[src/rtl/mdl_xxx_bram_load_mc_if.sv]
// mdl_xxx_bram_load_mc_if
//   AXI-Stream receive channel feeding the coefficient loader.
//   iRs_Tvalid / iRs_Tdata / iRs_Tlast : source -> loader
//   oRs_Tready                         : loader -> source
//   master modport = stream source (DMA), slave modport = loader.
interface mdl_xxx_bram_load_mc_if #(
   parameter int PRM_DAXI = 64
);
   logic                iRs_Tvalid;
   logic [PRM_DAXI-1:0] iRs_Tdata;
   logic                iRs_Tlast;
   logic                oRs_Tready;

   modport master (output iRs_Tvalid, iRs_Tdata, iRs_Tlast, input oRs_Tready);
   modport slave  (input iRs_Tvalid, iRs_Tdata, iRs_Tlast, output oRs_Tready);
endinterface

[src/rtl/mdl_xxx_bram_load_mc.sv]
// mdl_xxx_bram_load_mc
//   AXI-Stream to BRAM coefficient loader. Each accepted beat is split into
//   PRM_LANES coefficients, optionally normalised into [0,Q) (NTT mode) and
//   written to one of PRM_BANKS BRAMs at BASE + beat*LANES + lane (wrapping).
//   Fixed latency: accept at cycle t -> write strobes at t+2; done at t+3
//   after the final accepted beat.
// Ports:
//   iSYS_CLK, iSYS_RST (sync, active high)
//   iFSM_START / oFSM_DONE / oFSM_BUSY / oERR : control and status
//   rs   : stream slave (mdl_xxx_bram_load_mc_if)
//   iCTL_BUT, iCTL_Q, iCTL_BANK, iCTL_BASE, iCTL_LEN : per-load config
//   oBK_en, oBK_we, oBK_addr, oBK_din : bank write ports
// Build option:
//   FULL_REDUCE_EN : NTT mode also subtracts Q from non-negative lanes >= Q.

// Per-lane normalise + stage-1 register.
module mdl_xxx_bram_load_mc_lane #(
   parameter int PRM_DRAM = 32
) (
   input  logic                iSYS_CLK,
   input  logic                iSYS_RST,
   input  logic                ntt,
   input  logic [PRM_DRAM-1:0] q,
   input  logic [PRM_DRAM-1:0] lane,
   output logic [PRM_DRAM-1:0] lane_q
);
   logic [PRM_DRAM-1:0] norm;

   always_comb begin
      norm = lane;
      if (ntt) begin
         // negative two's-complement lane: add Q, carry out discarded
         if (lane[PRM_DRAM-1])
            norm = lane + q;
`ifdef FULL_REDUCE_EN
         else if (lane >= q)
            norm = lane - q;
`endif
      end
   end

   always_ff @(posedge iSYS_CLK) begin
      if (iSYS_RST) lane_q <= '0;
      else          lane_q <= norm;
   end
endmodule

module mdl_xxx_bram_load_mc #(
   parameter int PRM_DAXI   = 64,
   parameter int PRM_DRAM   = 32,
   parameter int PRM_LANES  = 2,
   parameter int PRM_BANKS  = 4,
   parameter int PRM_ADDR   = 12,
   parameter int PRM_COEFFS = 4096,
   parameter int PRM_Q0     = 134250497,
   parameter int PRM_Q1     = 536903681
) (
   input  logic                          iSYS_CLK,
   input  logic                          iSYS_RST,
   input  logic                          iFSM_START,
   output logic                          oFSM_DONE,
   output logic                          oFSM_BUSY,
   output logic                          oERR,
   mdl_xxx_bram_load_mc_if.slave         rs,
   input  logic [1:0]                    iCTL_BUT,
   input  logic                          iCTL_Q,
   input  logic [$clog2(PRM_BANKS)-1:0]  iCTL_BANK,
   input  logic [PRM_ADDR-1:0]           iCTL_BASE,
   input  logic [PRM_ADDR:0]             iCTL_LEN,
   output logic [PRM_BANKS-1:0]          oBK_en,
   output logic [PRM_BANKS-1:0]          oBK_we,
   output logic [PRM_LANES*PRM_ADDR-1:0] oBK_addr,
   output logic [PRM_LANES*PRM_DRAM-1:0] oBK_din
);
   localparam int BK_W    = $clog2(PRM_BANKS);
   localparam int LANE_LG = $clog2(PRM_LANES);
   localparam logic [PRM_ADDR:0]   LEN_DEF = (PRM_ADDR+1)'(PRM_COEFFS);
   localparam logic [PRM_ADDR:0]   CNT_ONE = (PRM_ADDR+1)'(1);
   localparam logic [PRM_ADDR-1:0] ADR_INC = PRM_ADDR'(PRM_LANES);

   typedef enum logic [2:0] {S_IDLE, S_LOAD, S_DRAIN0, S_DRAIN1, S_DONE} state_t;

   state_t                 state;
   logic                   cfg_ntt, cfg_q;
   logic [BK_W-1:0]        cfg_bank;
   logic [PRM_ADDR-1:0]    waddr;
   logic [PRM_ADDR:0]      beat_cnt, beats_m1, len_in;
   logic                   acc;

   logic                                 s1_vld;
   logic [BK_W-1:0]                      s1_bank;
   logic [PRM_LANES-1:0][PRM_ADDR-1:0]   s1_addr;
   logic [PRM_LANES-1:0][PRM_DRAM-1:0]   s1_data;
   logic [PRM_BANKS-1:0]                 bank_oh;
   logic [PRM_DRAM-1:0]                  q_sel;

   assign rs.oRs_Tready = (state == S_LOAD);
   assign acc           = rs.iRs_Tvalid && (state == S_LOAD);
   assign len_in        = (iCTL_LEN == '0) ? LEN_DEF : iCTL_LEN;
   assign q_sel         = cfg_q ? PRM_DRAM'(PRM_Q1) : PRM_DRAM'(PRM_Q0);
   assign bank_oh       = PRM_BANKS'(1) << s1_bank;

   // control FSM
   always_ff @(posedge iSYS_CLK) begin
      if (iSYS_RST) begin
         state     <= S_IDLE;
         oFSM_DONE <= 1'b0;
         oFSM_BUSY <= 1'b0;
         oERR      <= 1'b0;
         cfg_ntt   <= 1'b0;
         cfg_q     <= 1'b0;
         cfg_bank  <= '0;
         waddr     <= '0;
         beat_cnt  <= '0;
         beats_m1  <= '0;
      end else begin
         oFSM_DONE <= 1'b0;
         case (state)
            S_IDLE: if (iFSM_START) begin
               cfg_ntt   <= |iCTL_BUT;
               cfg_q     <= iCTL_Q;
               cfg_bank  <= iCTL_BANK;
               waddr     <= iCTL_BASE;
               beat_cnt  <= '0;
               beats_m1  <= (len_in >> LANE_LG) - CNT_ONE;
               oERR      <= 1'b0;
               oFSM_BUSY <= 1'b1;
               state     <= S_LOAD;
            end
            S_LOAD: if (acc) begin
               beat_cnt <= beat_cnt + CNT_ONE;
               waddr    <= waddr + ADR_INC;
               if (beat_cnt == beats_m1) begin
                  state <= S_DRAIN0;
                  if (!rs.iRs_Tlast) oERR <= 1'b1;
               end else if (rs.iRs_Tlast) begin
                  // early TLAST: this beat is written, the rest are dropped
                  state <= S_DRAIN0;
                  oERR  <= 1'b1;
               end
            end
            S_DRAIN0: state <= S_DRAIN1;
            S_DRAIN1: begin
               state     <= S_DONE;
               oFSM_DONE <= 1'b1;
            end
            default: begin
               state     <= S_IDLE;
               oFSM_BUSY <= 1'b0;
            end
         endcase
      end
   end

   // stage 1: lane data (in lane instances) plus address/bank
   genvar k;
   generate
      for (k = 0; k < PRM_LANES; k++) begin : g_lane
         mdl_xxx_bram_load_mc_lane #(.PRM_DRAM(PRM_DRAM)) u_lane (
            .iSYS_CLK (iSYS_CLK),
            .iSYS_RST (iSYS_RST),
            .ntt      (cfg_ntt),
            .q        (q_sel),
            .lane     (rs.iRs_Tdata[k*PRM_DRAM +: PRM_DRAM]),
            .lane_q   (s1_data[k])
         );
      end
   endgenerate

   always_ff @(posedge iSYS_CLK) begin
      if (iSYS_RST) begin
         s1_vld   <= 1'b0;
         s1_bank  <= '0;
         s1_addr  <= '0;
         oBK_en   <= '0;
         oBK_we   <= '0;
         oBK_addr <= '0;
         oBK_din  <= '0;
      end else begin
         s1_vld  <= acc;
         s1_bank <= cfg_bank;
         for (int i = 0; i < PRM_LANES; i++)
            s1_addr[i] <= waddr + PRM_ADDR'(i);
         // stage 2: registered bank ports
         oBK_en   <= s1_vld ? bank_oh : '0;
         oBK_we   <= s1_vld ? bank_oh : '0;
         oBK_addr <= s1_addr;
         oBK_din  <= s1_data;
      end
   end
endmodule

[src/flat_wrapper.sv]
// flat-port wrapper written by rule: the top's interface ports become plain ports
module mdl_xxx_bram_load_mc_flat 
#(
   parameter int PRM_DAXI   = 64,
   parameter int PRM_DRAM   = 32,
   parameter int PRM_LANES  = 2,
   parameter int PRM_BANKS  = 4,
   parameter int PRM_ADDR   = 12,
   parameter int PRM_COEFFS = 4096,
   parameter int PRM_Q0     = 134250497,
   parameter int PRM_Q1     = 536903681
)
  (iSYS_CLK, iSYS_RST, iFSM_START, oFSM_DONE, oFSM_BUSY, oERR, iCTL_BUT, iCTL_Q, iCTL_BANK, iCTL_BASE, iCTL_LEN, oBK_en, oBK_we, oBK_addr, oBK_din, rs_iRs_Tvalid, rs_iRs_Tdata, rs_iRs_Tlast, rs_oRs_Tready);
  mdl_xxx_bram_load_mc_if #(.PRM_DAXI(PRM_DAXI)) rs_i ();
  input  logic iSYS_CLK;
  input  logic iSYS_RST;
  input  logic iFSM_START;
  output logic oFSM_DONE;
  output logic oFSM_BUSY;
  output logic oERR;
  input  logic [1:0] iCTL_BUT;
  input  logic iCTL_Q;
  input  logic [$clog2(PRM_BANKS)-1:0] iCTL_BANK;
  input  logic [PRM_ADDR-1:0] iCTL_BASE;
  input  logic [PRM_ADDR:0] iCTL_LEN;
  output logic [PRM_BANKS-1:0] oBK_en;
  output logic [PRM_BANKS-1:0] oBK_we;
  output logic [PRM_LANES*PRM_ADDR-1:0] oBK_addr;
  output logic [PRM_LANES*PRM_DRAM-1:0] oBK_din;
  input wire logic [$bits(rs_i.iRs_Tvalid)-1:0] rs_iRs_Tvalid;
  input wire logic [$bits(rs_i.iRs_Tdata)-1:0] rs_iRs_Tdata;
  input wire logic [$bits(rs_i.iRs_Tlast)-1:0] rs_iRs_Tlast;
  output wire logic [$bits(rs_i.oRs_Tready)-1:0] rs_oRs_Tready;
  assign rs_i.iRs_Tvalid = rs_iRs_Tvalid;
  assign rs_i.iRs_Tdata = rs_iRs_Tdata;
  assign rs_i.iRs_Tlast = rs_iRs_Tlast;
  assign rs_oRs_Tready = rs_i.oRs_Tready;
  mdl_xxx_bram_load_mc #(.PRM_DAXI(PRM_DAXI), .PRM_DRAM(PRM_DRAM), .PRM_LANES(PRM_LANES), .PRM_BANKS(PRM_BANKS), .PRM_ADDR(PRM_ADDR), .PRM_COEFFS(PRM_COEFFS), .PRM_Q0(PRM_Q0), .PRM_Q1(PRM_Q1)) u_core (.iSYS_CLK(iSYS_CLK), .iSYS_RST(iSYS_RST), .iFSM_START(iFSM_START), .oFSM_DONE(oFSM_DONE), .oFSM_BUSY(oFSM_BUSY), .oERR(oERR), .rs(rs_i), .iCTL_BUT(iCTL_BUT), .iCTL_Q(iCTL_Q), .iCTL_BANK(iCTL_BANK), .iCTL_BASE(iCTL_BASE), .iCTL_LEN(iCTL_LEN), .oBK_en(oBK_en), .oBK_we(oBK_we), .oBK_addr(oBK_addr), .oBK_din(oBK_din));
endmodule
[config.mk]
export PLATFORM = sky130hd
export DESIGN_NAME = mdl_xxx_bram_load_mc_flat
export DESIGN_NICKNAME = d
export VERILOG_FILES = /design/src/rtl/mdl_xxx_bram_load_mc_if.sv /design/src/rtl/mdl_xxx_bram_load_mc.sv /design/src/flat_wrapper.sv
export SDC_FILE = /design/constraint.sdc
export NUM_CORES = 1
export LEC_CHECK = 0
export ABC_AREA = 1
export CELL_PAD_IN_SITES_DETAIL_PLACEMENT = 1
export CELL_PAD_IN_SITES_GLOBAL_PLACEMENT = 1
export CORE_MARGIN = 4
export CORE_UTILIZATION = 45
export DETAILED_ROUTE_END_ITERATION = 7
export DONT_BUFFER_PORTS = 1
export PLACE_DENSITY = 0.89
export REMOVE_ABC_BUFFERS = 1
export SYNTH_ARGS = -nofsm -noshare
export SYNTH_HDL_FRONTEND = slang
export SYNTH_SLANG_ARGS = --single-unit
[constraint.sdc]
create_clock -name iSYS_CLK -period 1.8 [get_ports iSYS_CLK]
set_input_delay 0.27 -clock iSYS_CLK [delete_from_list [all_inputs] [get_ports iSYS_CLK]]
set_output_delay 0.27 -clock iSYS_CLK [all_outputs]
set_load 0.01 [all_outputs]
# After elaboration in Yosys (flattened, before gate mapping)
# Cells that the tools add are included.
[op_classes] add_sub_neg=6 multipliers=0 shift=1 div_mod_pow=0 n_bitwise=2 n_lt_le_gt_ge=0 muxes=26 n_eq_ne=8 reduce_logical=12
[op_table] operator="two-way mux 32 bit" n=4
[op_table] operator="adder 32 bit" n=2
[op_table] operator="two-way mux 13 bit" n=3
[op_table] operator="two-way mux 30 bit" n=1
[op_table] operator="case mux 13 bit (2 select lines)" n=1
[op_table] operator="two-way mux 12 bit" n=2
[op_table] operator="case mux 12 bit (2 select lines)" n=1
[op_table] operator="adder 13 x 1 -> 13 bit (second input constant)" n=1
[op_table] operator="== test 13 bit" n=1
[op_table] operator="zero test 13 bit" n=1
[op_table] operator="subtractor 12 x 1 -> 13 bit (second input constant)" n=1
[op_table] operator="adder 12 x 1 -> 12 bit (second input constant)" n=1
[op_table] operator="adder 12 x 2 -> 12 bit (second input constant)" n=1
[op_table] operator="two-way mux 3 bit" n=4
[op_table] operator="case mux 3 bit (4 select lines)" n=1
[op_table] operator="two-way mux 1 bit" n=7
[op_table] operator="== test 3 x 2 -> 1 bit (second input constant)" n=2
[op_table] operator="AND reduction 3 bit" n=2
[op_table] operator="AND reduction 5 bit" n=1
[op_table] operator="case mux 1 bit (2 select lines)" n=2
[op_table] operator="AND reduction 2 bit" n=2
[op_table] operator="OR reduction 2 bit" n=2
[op_table] operator="<< shifter 1 x 2 -> 4 bit (first input constant)" n=1
[op_table] operator="== test 3 x 1 -> 1 bit (second input constant)" n=1
[op_table] operator="other kinds (9)" n=10
[totals] out_inout_bits=100 ram_bits=0 inputBits=99 latchBits=0 romBits=0 register_bits=231 wordCells=74 n_memories=0

# Depth between registers and ports, before layout
# Gate-level depths: netlist (run 1).
[logic_depth] ltp_word=4 depth_mapped=14 mapped_depth_nobuf=14

# Cells and area by module
# Synthesis (run 1) repeated with hierarchy kept, for this count alone.
[unflattened] hier_cells=2129 area_unflattened_um2=13276.5
[modules_own_cells] mod="mdl_xxx_bram_load_mc" area_each_um2=6149.6 seq_area_each_um2=3343.2 instances=1 cells_each=812
[modules_own_cells] mod="mdl_xxx_bram_load_mc_lane at u_core.g_lane[0].u_lane" area_each_um2=3572.2 seq_area_each_um2=640.6 instances=1 cells_each=660
[modules_own_cells] mod="mdl_xxx_bram_load_mc_lane at u_core.g_lane[1].u_lane" area_each_um2=3554.7 seq_area_each_um2=640.6 instances=1 cells_each=657

# Worst setup path after synthesis (run 1)
# No wires, ideal clock.
[synth_timing] path_type="register to register" from="register u_core.cfg_q" to="register u_core.g_lane[0].u_lane.lane_q[30]" stages_incl_launch_ff=14 period_less_slack_ps=1448 required_ps=1687 arrival_ps=1335 setup_time_ps=113 path_slack_ps=352 path_buffers=0 cell_sequence="dfxtp_1 > inv_1 > ha_1 > nand2_1 > inv_1 > nand3_1 > inv_1 > nand2_1 > nor2_1 > nand2_1 > nand2_1 > nand2_1 > nor2_1 > nor2_1"
[synth_via] elab_chain_cells=4
[synth_rtl] element="start: declaration" line="mdl_xxx_bram_load_mc.sv:84" source="logic cfg_ntt, cfg_q;"
[synth_rtl] element="start signal: assignment" line="mdl_xxx_bram_load_mc.sv:121" source="cfg_q <= iCTL_Q;"
[synth_rtl] element="two-way mux 30 bit" line="mdl_xxx_bram_load_mc.sv:100" source="assign q_sel = cfg_q ? PRM_DRAM'(PRM_Q1) : PRM_DRAM'(PRM_Q0);"
[synth_rtl] element="adder 32 bit" line="mdl_xxx_bram_load_mc.sv:34" source="norm = lane + q;"
[synth_rtl] element="two-way mux 32 bit" line="mdl_xxx_bram_load_mc.sv:33" source="if (lane[PRM_DRAM-1])"
[synth_rtl] element="two-way mux 32 bit" line="mdl_xxx_bram_load_mc.sv:31" source="if (ntt) begin"
[synth_rtl] element="end signal: assignment" line="mdl_xxx_bram_load_mc.sv:44" source="else lane_q <= norm;"
[synth_rtl] element="end: declaration" line="mdl_xxx_bram_load_mc.sv:25" source="output logic [PRM_DRAM-1:0] lane_q"
# No other way between the ends.
# A chain may end at the register's enable or synchronous reset.

# Worst setup path after layout (run 1)
# Ends and elaborated chain as after synthesis.

==> metrics.txt, run 1 <==
Syn. warnings=0; crit-path cells=inv_2 -> ha_1 -> nand2_1 -> inv_1 -> nand3_1 -> inv_1 -> nand2_1 -> nor2_1 -> nand2_1 -> nand2_1 -> nand2_1 -> nand2_1 -> nand2_1 -> nor2_1; Worst-path clk slew=0.06 ns; Async SR Flop Fraction=0%; Worst-Skew Late Latency=0.53 ns; Detail Route Antenna Nets=0; Ports=199; number of port buffers=0; Seq/Total Area, Yosys=45.5%; grt ovf=0; area of the core=22,000 sq um; post-route cell area=12,800 sq um; Tot Pwr=12.7 mW; CP Capture Type=register; WP data required=2.26 ns; crit path launch type=register; CTS max path bufs=3; Vias per Instance=5.44; first-pass GRT wire length=61,300 um; Sinks on Clock Net=231; vias in the first global route=11,400; share of cells above drive strength 1=7.59%; RSZ-0062 raised after global routing=true; ys flop type=dfxtp_1; reg-to-reg critical path endpoint=u_core.g_lane[0].u_lane.lane_q[30]; die area=25,000 sq um; flops & latches, synth=231; pre-CTS setup slack=0.0874 ns; Critical Path AT=2.21 ns; Hold Crit Endpoint=u_core.beats_m1[5]; Post-Syn Instances=1,452; Avg Cell Area, Syn=7.00 sq um; largest net degree at the start of global routing=84; Tmin final=1.74 ns; 1st-iter DRT viols=657; number of diodes=0; worst path bufs/invs=3; final non-filler cell total=1,900; pwr/cell area=993 nW/um^2; f_max=0.574 GHz; crit-path most repeated cell=nand2_1; Worst VDD drop=0.000596 V; final setup vio count=0; Area Growth Syn to Fin=25.9%; status=finished clean; Largest stage delay, worst path=0.36 ns; leakage power=5.80 nW; clock root buffer master=clkbuf_16; post-route setup TNS=0 ns; Filler Cell Count=2,770; Post-Route WL=39,200 um; DR DRC count=0; Max FO, Critical Path=4; Tcrit/Tclk final=96.7%; final setup margin=0.0589 ns; Min-Delay Path Depth=3; overall routing resource usage=30.9%; Rel. slew slack=65.4%; Num CTS Buffers=24; post-DR wirelength/cell=20.6 um; Synth cell types=48; pin slew with the least headroom to its limit=0.514 ns; FF-to-FF setup slack=0.06 ns; clock tree from TritonCTS=done; drt first pass iters=5; FF-to-FF Start=u_core.cfg_q; chip height=158 um; Clock Skews=0.0242 ns; Hold WC Path Type=input port to register; nets=1,711; routability cong.=0.835; Worst Setup Path Type=register to register; DP HPWL=20,900 um; worst reg2reg path depth=14; Hold Fails Final Rpt=0; CP max stage cell=dfxtp_2; Starting Density=46.1%; placed cell areas=10,400 sq um; multi-input logic area=4380 sq um; Max-Cap Viols=0; Rows=54; die width=158 um; HP Start=iCTL_LEN[6]; H-tree depth reported by CTS=1; mapped cell area=10,200 sq um; Post-synth EDFFs=0; initial antenna violation count=1; FF/Latch Area=4630 sq um; vias post-DR=10,300; Final Max Slew Viols=0; placed instance count=1,705; cell family with most CP delay=simple AND/OR/NAND/NOR gates
==> state kept, by name (all words and copies together), names as in the netlist <==
register / cells
u_core.g_lane.u_lane.lane_q: 64
u_core.oBK_din: 64
u_core.oBK_addr: 24
u_core.s1_addr: 24
u_core.beat_cnt: 13
u_core.beats_m1: 13
u_core.waddr: 12
u_core.oBK_en: 4
u_core.state: 3
u_core.cfg_bank: 2
u_core.s1_bank: 2
u_core.cfg_ntt: 1
u_core.cfg_q: 1
u_core.oERR: 1
u_core.oFSM_BUSY: 1
u_core.oFSM_DONE: 1
u_core.s1_vld: 1
==> power breakdown <==
group	switching (mW)	internal [mW]
Clock	2.17	3.10
Combinational	1.06	0.647
Sequential	0.271	5.46
Total	3.50	9.21
==> through the flow <==
step / util, % / hold WS [ns]
global route: 58.1 / 0.0314
finish: 58.1 / 0.0267
global placement: 47.2 / 0.355
detailed placement: 47.2 / 0.356
CTS: 57.8 / 0.00532
floorplan: - / 0.339
==> metal layers <==
layer	wire length [um]	track usage (%)	up-vias
li1	-	-	4780
met1	14300	32.7	4925
met2	20000	56.9	466
met3	2740	7.23	160
met4	2190	15.8	2
met5	7	0	-
==> kinds of logic (layout without fill, tap and decap cells) <==
| logic type | after synthesis | in the layout | share of synthesized area, % |
|---|---|---|---|
| buffers and inverters | 296 | 464 | 11.7 |
| adder cells (fa/ha/maj) | 10 | 10 | 1.23 |
| flip-flops | 231 | 231 | 45.5 |
| XOR/XNOR | 18 | 18 | 1.55 |
| AO/OA/AOI/OAI | 151 | 151 | 8.25 |
| AND/OR/NAND/NOR | 746 | 746 | 31.8 |
==> layout make-up <==
type	instances	share of cell area, %
timing repair buffer	164	12.8
clock inverter	10	1.07
sequential	231	36.2
multi-input combinational	925	34.2
clock buffer	34	5.38
inverter	256	7.60
tap	280	2.74
==> how the worst max path moves through the flow <==
| stage | start | end | slack, ns | cells after the start |
|---|---|---|---|---|
| 2_1_floorplan | u_core.state[2] | u_core.waddr[5] | 0.05 | 9 |
| 3_3_place_gp | u_core.cfg_q | u_core.g_lane[0].u_lane.lane_q[30] | 0.22 | 13 |
| 3_5_place_dp | u_core.cfg_q | u_core.g_lane[1].u_lane.lane_q[30] | 0.09 | 14 |
| 4_1_cts | u_core.state[2] | rs_oRs_Tready | 0.002 | 4 |
| 5_1_grt | u_core.cfg_q | u_core.g_lane[1].u_lane.lane_q[30] | -0.08 | 14 |
| 6_report | u_core.cfg_q | u_core.g_lane[0].u_lane.lane_q[30] | 0.06 | 14 |
==> cell usage after synthesis (10+ instances only) <==
cell        n  area share, %
a21oi_1    64            3.2
buf_2      13           0.64
clkbuf_1   13           0.48
dfxtp_1   231             46
ha_1       10            1.2
inv_1     245            9.1
inv_2      10           0.37
nand2_1   286             11
nand2_2    11           0.68
nand3_1    74            3.6
nand4_1    30            1.8
nor2_1    274             10
nor2_2     15           0.92
nor3_1     33            1.6
o21ai_0    52            2.6
xor2_1     14            1.2
==> layout by cell type (no fill, tap or decap), drive strengths merged <==
| cell type | Yosys | final |
|---|---|---|
| nor4 | 2 | 2 |
| xor2 | 14 | 14 |
| a21oi | 65 | 65 |
| o21ai | 60 | 60 |
| buf | 26 | 16 |
| nor3 | 36 | 36 |
| clkinv | 0 | 7 |
| a22oi | 1 | 1 |
| bufinv | 0 | 3 |
| clkbuf | 14 | 34 |
| a31oi | 4 | 4 |
| xnor2 | 4 | 4 |
| and3 | 1 | 1 |
| a22o | 2 | 2 |
| and2 | 1 | 1 |
| dfxtp | 231 | 231 |
| o21a | 4 | 4 |
| clkinvlp | 0 | 1 |
| o211ai | 7 | 7 |
| nor3b | 3 | 3 |
| o221ai | 1 | 1 |
| dlygate4sd3 | 0 | 148 |
| nand3 | 76 | 76 |
| inv | 256 | 255 |
| o22ai | 4 | 4 |
| a221oi | 1 | 1 |
| nand4 | 30 | 30 |
| nor2 | 295 | 295 |
| a21boi | 1 | 1 |
| nand3b | 3 | 3 |
| ha | 10 | 10 |
| o21bai | 1 | 1 |
| nand2 | 299 | 299 |
==> what timing repair did <==
action | 4_1_cts | 5_1_grt
setup buffers | 0 | 2
endpoints found under the setup margin | 1 | 21
pin swaps | 0 | 1
hold endpoints to repair | 201 | 0
hold buffers | 149 | 0
resized for setup | 1 | 14
==> worst min-delay path, cell delays in order <==
cell and delay [ns]:
nor3_1 0.03, o221ai_1 0.16, inv_1 0.04
No activity file was read; power rests on OpenSTA's default activity.
==> inputs of run 2 (changes only) <==
ABC_AREA = not set   (was 1)
CORE_ASPECT_RATIO = 0.5   (was not set)
CORE_UTILIZATION = 47   (was 45)
PLACE_DENSITY = 0.88   (was 0.89)
==> run 2 against run 1 <==
  * The run now ends with negative hold slack, negative setup slack left
  * Die area shrank 15%
  * Power shrank 10%
  * Non-clock buffer count increased by 12
  * Utilization increased by 4.3 points
  * Critical path depth is 7 lower
  * Design area fell by 9.9%
  * Via count is 25% lower
  * Critical path type unchanged
  * Highest routed layer is now met4
==> metrics.txt, run 2 <==
routability cong.=0.857; Post-Syn Instances=959; failing checks=negative hold slack, negative setup slack; chip height=105 um; Post-synth EDFFs=0; WP data required=2.19 ns; Hold WC Path Type=input port to register; number of port buffers=0; drt first pass iters=5; Clock Skews=0.00921 ns; Rel. slew slack=49.1%; crit path launch type=register; CP startpoint=u_core.cfg_q; pin slew with the least headroom to its limit=0.763 ns; overall routing resource usage=27.0%; placed cell areas=9310 sq um; clock root buffer master=clkbuf_16; post-DR wirelength/cell=22.2 um; Worst-path clk slew=0.08 ns; DR DRC count=0; grt ovf=0; Combinational Power Share=10.3%; leading area contributor after synthesis=dfxtp_1; number of diodes=0; mapped cell area=8880 sq um; FF-to-FF setup slack=-0.007 ns; final setup vio count=2; post-route setup TNS=-0.0122 ns; nets=1,214; Clk pwr share=40.4%; die area=21,300 sq um; FF-to-FF Start=u_core.cfg_q; sequential power share=49.3%; Pint=8.58 mW; Hold Crit Endpoint=u_core.g_lane[0].u_lane.lane_q[5]; Synth cell types=65; CP max stage cell=dfxtp_2; Worst Setup Path Type=register to register; Rows=35; Regs by FF count=u_core.g_lane.u_lane.lane_q: 64 flops, u_core.oBK_din: 64 flops; DP HPWL=17,000 um; Num CTS Buffers=21; Largest stage delay, worst path=0.36 ns; vias post-DR=7,782; flops & latches, synth=231; most frequent cells in the layout=dfxtp_1 (225), dlygate4sd3_1 (131), nor2_1 (107), nor2b_1 (105), nand2_1 (67); Vias per Instance=5.65; Detail Route Antenna Nets=0; Avg Cell Area, Syn=9.26 sq um; Worst VDD drop=0.000442 V; initial antenna violation count=0; die width=202 um; first-pass GRT wire length=46,600 um; Syn. warnings=0; ys flop type=dfxtp_1; H-tree depth reported by CTS=1; Min-Delay Path Depth=1; Tot Pwr=11.4 mW; f_max=0.553 GHz; CP Capture Type=register; Worst-Skew Late Latency=0.50 ns; Critical Path AT=2.20 ns; RSZ-0062 raised after global routing=true; share of cells above drive strength 1=10.9%; HP Start=iSYS_RST; Starting Density=48.1%; Tcrit/Tclk final=100%; Area Growth Syn to Fin=29.8%; Max-Cap Viols=0; largest net degree at the start of global routing=214; crit-path cells=inv_4 -> ha_4 -> nand4_1 -> nor3_2 -> nand3_1 -> o22ai_2 -> mux2_4; commonest non-fill, non-tap cell in the layout=dfxtp_1; final setup margin=-0.00683 ns; cell family with most CP delay=simple AND/OR/NAND/NOR gates; Sw Ratio=24.8%; final hold slack=-0.146 ns; Sinks on Clock Net=231; clock tree from TritonCTS=done; Async SR Flop Fraction=0%; worst path bufs/invs=1; Post-Route WL=30,500 um; Synth top cells by count=dfxtp_1 (231), nor2_1 (107), nor2b_1 (105); worst reg2reg path depth=7; P_sw=2.83 mW; Tmin final=1.81 ns; leakage power=4.59 nW; largest cells by area after synthesis=dfxtp_1 (52%), nor2b_1 (7.4%), nor2_1 (4.5%); most common cell in the netlist=dfxtp_1; post-route cell area=11,500 sq um; vias in the first global route=8,255; reg-to-reg critical path endpoint=u_core.g_lane[0].u_lane.lane_q[30]; Hold Fails Final Rpt=54; Final Max Slew Viols=0; Seq/Total Area, Yosys=52.1%; CTS max path bufs=3; area of the core=18,500 sq um; Ports=199; top cell type's share of synthesized area=52.1%; Max FO, Critical Path=3; 1st-iter DRT viols=473; status=finished with violations; pwr/cell area=990 nW/um^2
[run 2: metal layers]
| layer | track usage [%] | share of wire (%) | up-vias | wire (um) |
|---|---|---|---|---|
| met2 | 51.1 | 52 | 274 | 16000 |
| met4 | 8.03 | 3.2 | 0 | 992 |
| met1 | 30.8 | 39 | 3861 | 12000 |
| li1 | - | - | 3562 | - |
| met5 | 0 | 0 | - | 0 |
| met3 | 5.55 | 5.2 | 85 | 1600 |
[run 2: through the flow]
step                setup WS [ns]  utilization [%]  std cells
CTS                       0.00951             61.5       1376
floorplan                  -0.786                -        906
global route               -0.125             62.4       1378
detailed placement         -0.130             50.4       1206
finish                   -0.00683             62.4       1378
global placement          -0.0766             50.4       1206
[run 2: layout make-up]
cell class	instances	area (sq um)
multi-input combinational	655	4110
timing repair buffer	176	1680
tap	259	324
fill	2054	6950
sequential	231	4640
clock buffer	31	633
inverter	20	85.1
clock inverter	6	58.8
[run 2: worst max path at each step]
stage | depth (start not counted) | end
final | 7 | u_core.g_lane[0].u_lane.lane_q[30]
after CTS | 4 | u_core.g_lane[1].u_lane.lane_q[13]
after global placement | 6 | u_core.g_lane[0].u_lane.lane_q[16]
after floorplan | 5 | u_core.beats_m1[12]
after detailed placement | 5 | u_core.g_lane[0].u_lane.lane_q[30]
after global routing | 8 | u_core.g_lane[1].u_lane.lane_q[29]
[run 2: cell families after synthesis]
kind of cell,after synthesis,synth area share [%]
buffers and inverters,73,3.30
AND/OR/NAND/NOR,424,25.2
XOR/XNOR,70,6.90
multiplexers,5,0.606
flip-flops,231,52.1
AO/OA/AOI/OAI,146,10.5
adder cells (fa/ha/maj),10,1.41
[run 2: timing repair]
item | 4_1_cts | 5_1_grt
hold buffers | 130 | 1
setup endpoints to repair | 10 | 46
setup buffers | 3 | 1
pin swaps | 2 | 7
endpoints found under the hold margin | 212 | 84
resized for setup | 9 | 38
[run 2: power by group through the flow]
stage                     Clock, mW  Combinational (mW)  Sequential, mW
final                          4.61                1.18            5.62
after global routing           4.86                1.29            5.64
after CTS                      4.57                1.07            5.60
after detailed placement          0               0.855            5.71
after global placement            0               0.802            5.70
after floorplan                   0               0.586            5.66
==> inputs of run 3 (changes only) <==
ABC_AREA = 1   (was not set)
CORE_UTILIZATION = 45   (was 47)
PLACE_DENSITY = 0.89   (was 0.88)
==> run 3 against run 2 <==
  * Utilization decreased by 4.3 points
  * The flow finishes with violations (negative hold slack)
  * Global-route usage increased by 2.6 points
  * Non-clock buffer count decreased by 16
  * Die area increased by 18%
  * Critical path type is now register to primary output
==> metrics.txt, run 3 (synthesis gave the netlist of run 1 again) <==
status=finished with violations; failing checks=negative hold slack; most frequent cells in the layout=nand2_1 (285), nor2_1 (271), inv_1 (242), dfxtp_1 (227), dlygate4sd3_1 (146); final setup margin=0.0258 ns; post-route cell area=12,700 sq um; Ports=199; Vias per Instance=5.30; clock tree from TritonCTS=done; initial antenna violation count=2; Hold WC Path Type=input port to register; Final Max Slew Viols=0; FF-to-FF setup slack=0.04 ns; Max FO, Critical Path=13; Hold Fails Final Rpt=1; placed cell areas=10,400 sq um; die width=221 um; die area=25,200 sq um; H-tree depth reported by CTS=1; Detail Route Antenna Nets=0; Rows=38; largest net degree at the start of global routing=84; drt first pass iters=5; vias post-DR=10,100; Post-Route WL=38,400 um; f_max=0.564 GHz; final hold slack=-0.0100 ns; pwr/cell area=963 nW/um^2; Regs by FF count=u_core.g_lane.u_lane.lane_q: 64 flops, u_core.oBK_din: 64 flops; crit path launch type=register; nets=1,706; Hold Crit Endpoint=u_core.g_lane[0].u_lane.lane_q[27]; 1st-iter DRT viols=673; area of the core=21,900 sq um; CTS max path bufs=3; Max-Cap Viols=0; Num CTS Buffers=22; number of port buffers=0; Tmin final=1.77 ns; chip height=114 um; CP startpoint=u_core.state[1]; Sw Ratio=27.7%; Critical Path AT=1.50 ns; DR DRC count=0; placed instance count=1,722; Clk pwr share=39.1%; overall routing resource usage=29.6%; reg-to-reg critical path endpoint=u_core.g_lane[0].u_lane.lane_q[30]; Tot Pwr=12.3 mW; pre-CTS setup slack=0.0745 ns; Pint=8.87 mW; FF-to-FF Start=u_core.cfg_q; Clock Skews=0.0114 ns; Worst-Skew Late Latency=0.52 ns; Starting Density=46.4%; Sinks on Clock Net=231; final setup vio count=0; Worst VDD drop=0.000724 V; P_sw=3.39 mW; routability cong.=0.894; RSZ-0062 raised after global routing=true; vias in the first global route=10,900; post-DR wirelength/cell=20.1 um; leakage power=5.75 nW; WP data required=1.53 ns; Tcrit/Tclk final=98.6%; first-pass GRT wire length=59,300 um; pin slew with the least headroom to its limit=0.593 ns; share of cells above drive strength 1=7.28%; HP Start=rs_iRs_Tdata[27]; final non-filler cell total=1,909; Util after Layout=58.1%; commonest non-fill, non-tap cell in the layout=nand2_1; Min-Delay Path Depth=4; grt ovf=0; Combinational Power Share=14.2%; sequential power share=46.7%; worst reg2reg path depth=13; Area Growth Syn to Fin=25.4%; DP HPWL=22,700 um; Rel. slew slack=60.3%; CP Capture Type=primary output; clock root buffer master=clkbuf_16; post-route setup TNS=0 ns; Worst Setup Path Type=register to primary output; Worst-path clk slew=0.07 ns
-- run 3: power by group through the flow --
stage	logic [mW]	registers (mW)	clock network [mW]
6_report	1.74	5.73	4.79
5_1_grt	1.92	5.76	5.11
4_1_cts	1.59	5.70	4.80
3_5_place_dp	1.26	5.82	0
3_3_place_gp	1.19	5.79	0
2_1_floorplan	0.920	5.74	0
-- run 3: worst max-delay path: stages (launching register included) --
cell and delay, ns:
dfxtp_1 0.36, inv_2 0.12, nand2_4 0.10, nor2_4 0.19, buf_6 0.20
-- run 3: repair_timing --
| item | CTS | global route |
|---|---|---|
| hold endpoints to repair | 198 | 2 |
| endpoints found under the setup margin | 0 | 30 |
| hold buffers | 145 | 2 |
| gates resized for setup | 0 | 25 |
| buffers inserted | 0 | 3 |
-- run 3: final cells by class --
class / instances / area (sq um)
antenna: 2 / 5.00
clock buffer: 25 / 583
clock inverter: 9 / 125
fill: 2804 / 9180
inverter: 256 / 973
multi-input combinational: 926 / 4420
sequential: 231 / 4630
tap: 300 / 375
timing repair buffer: 160 / 1620
-- run 3: worst max-delay path by stage --
stage,depth (start not counted),to,slack (ns)
after floorplan,9,u_core.waddr[5],0.05
after global placement,13,u_core.g_lane[0].u_lane.lane_q[30],0.20
after detailed placement,13,u_core.g_lane[0].u_lane.lane_q[30],0.07
after CTS,4,rs_oRs_Tready,0.002
after global routing,10,u_core.waddr[11],-0.05
final,4,rs_oRs_Tready,0.03
-- run 3: metal layers --
layer / global-route usage (%) / vias up / wire [um]
met2: 54.0 / 326 / 19200
met5: 0 / - / 0
met1: 34.3 / 4899 / 15500
met3: 6.04 / 118 / 1970
met4: 11.7 / 0 / 1770
li1: - / 4781 / -
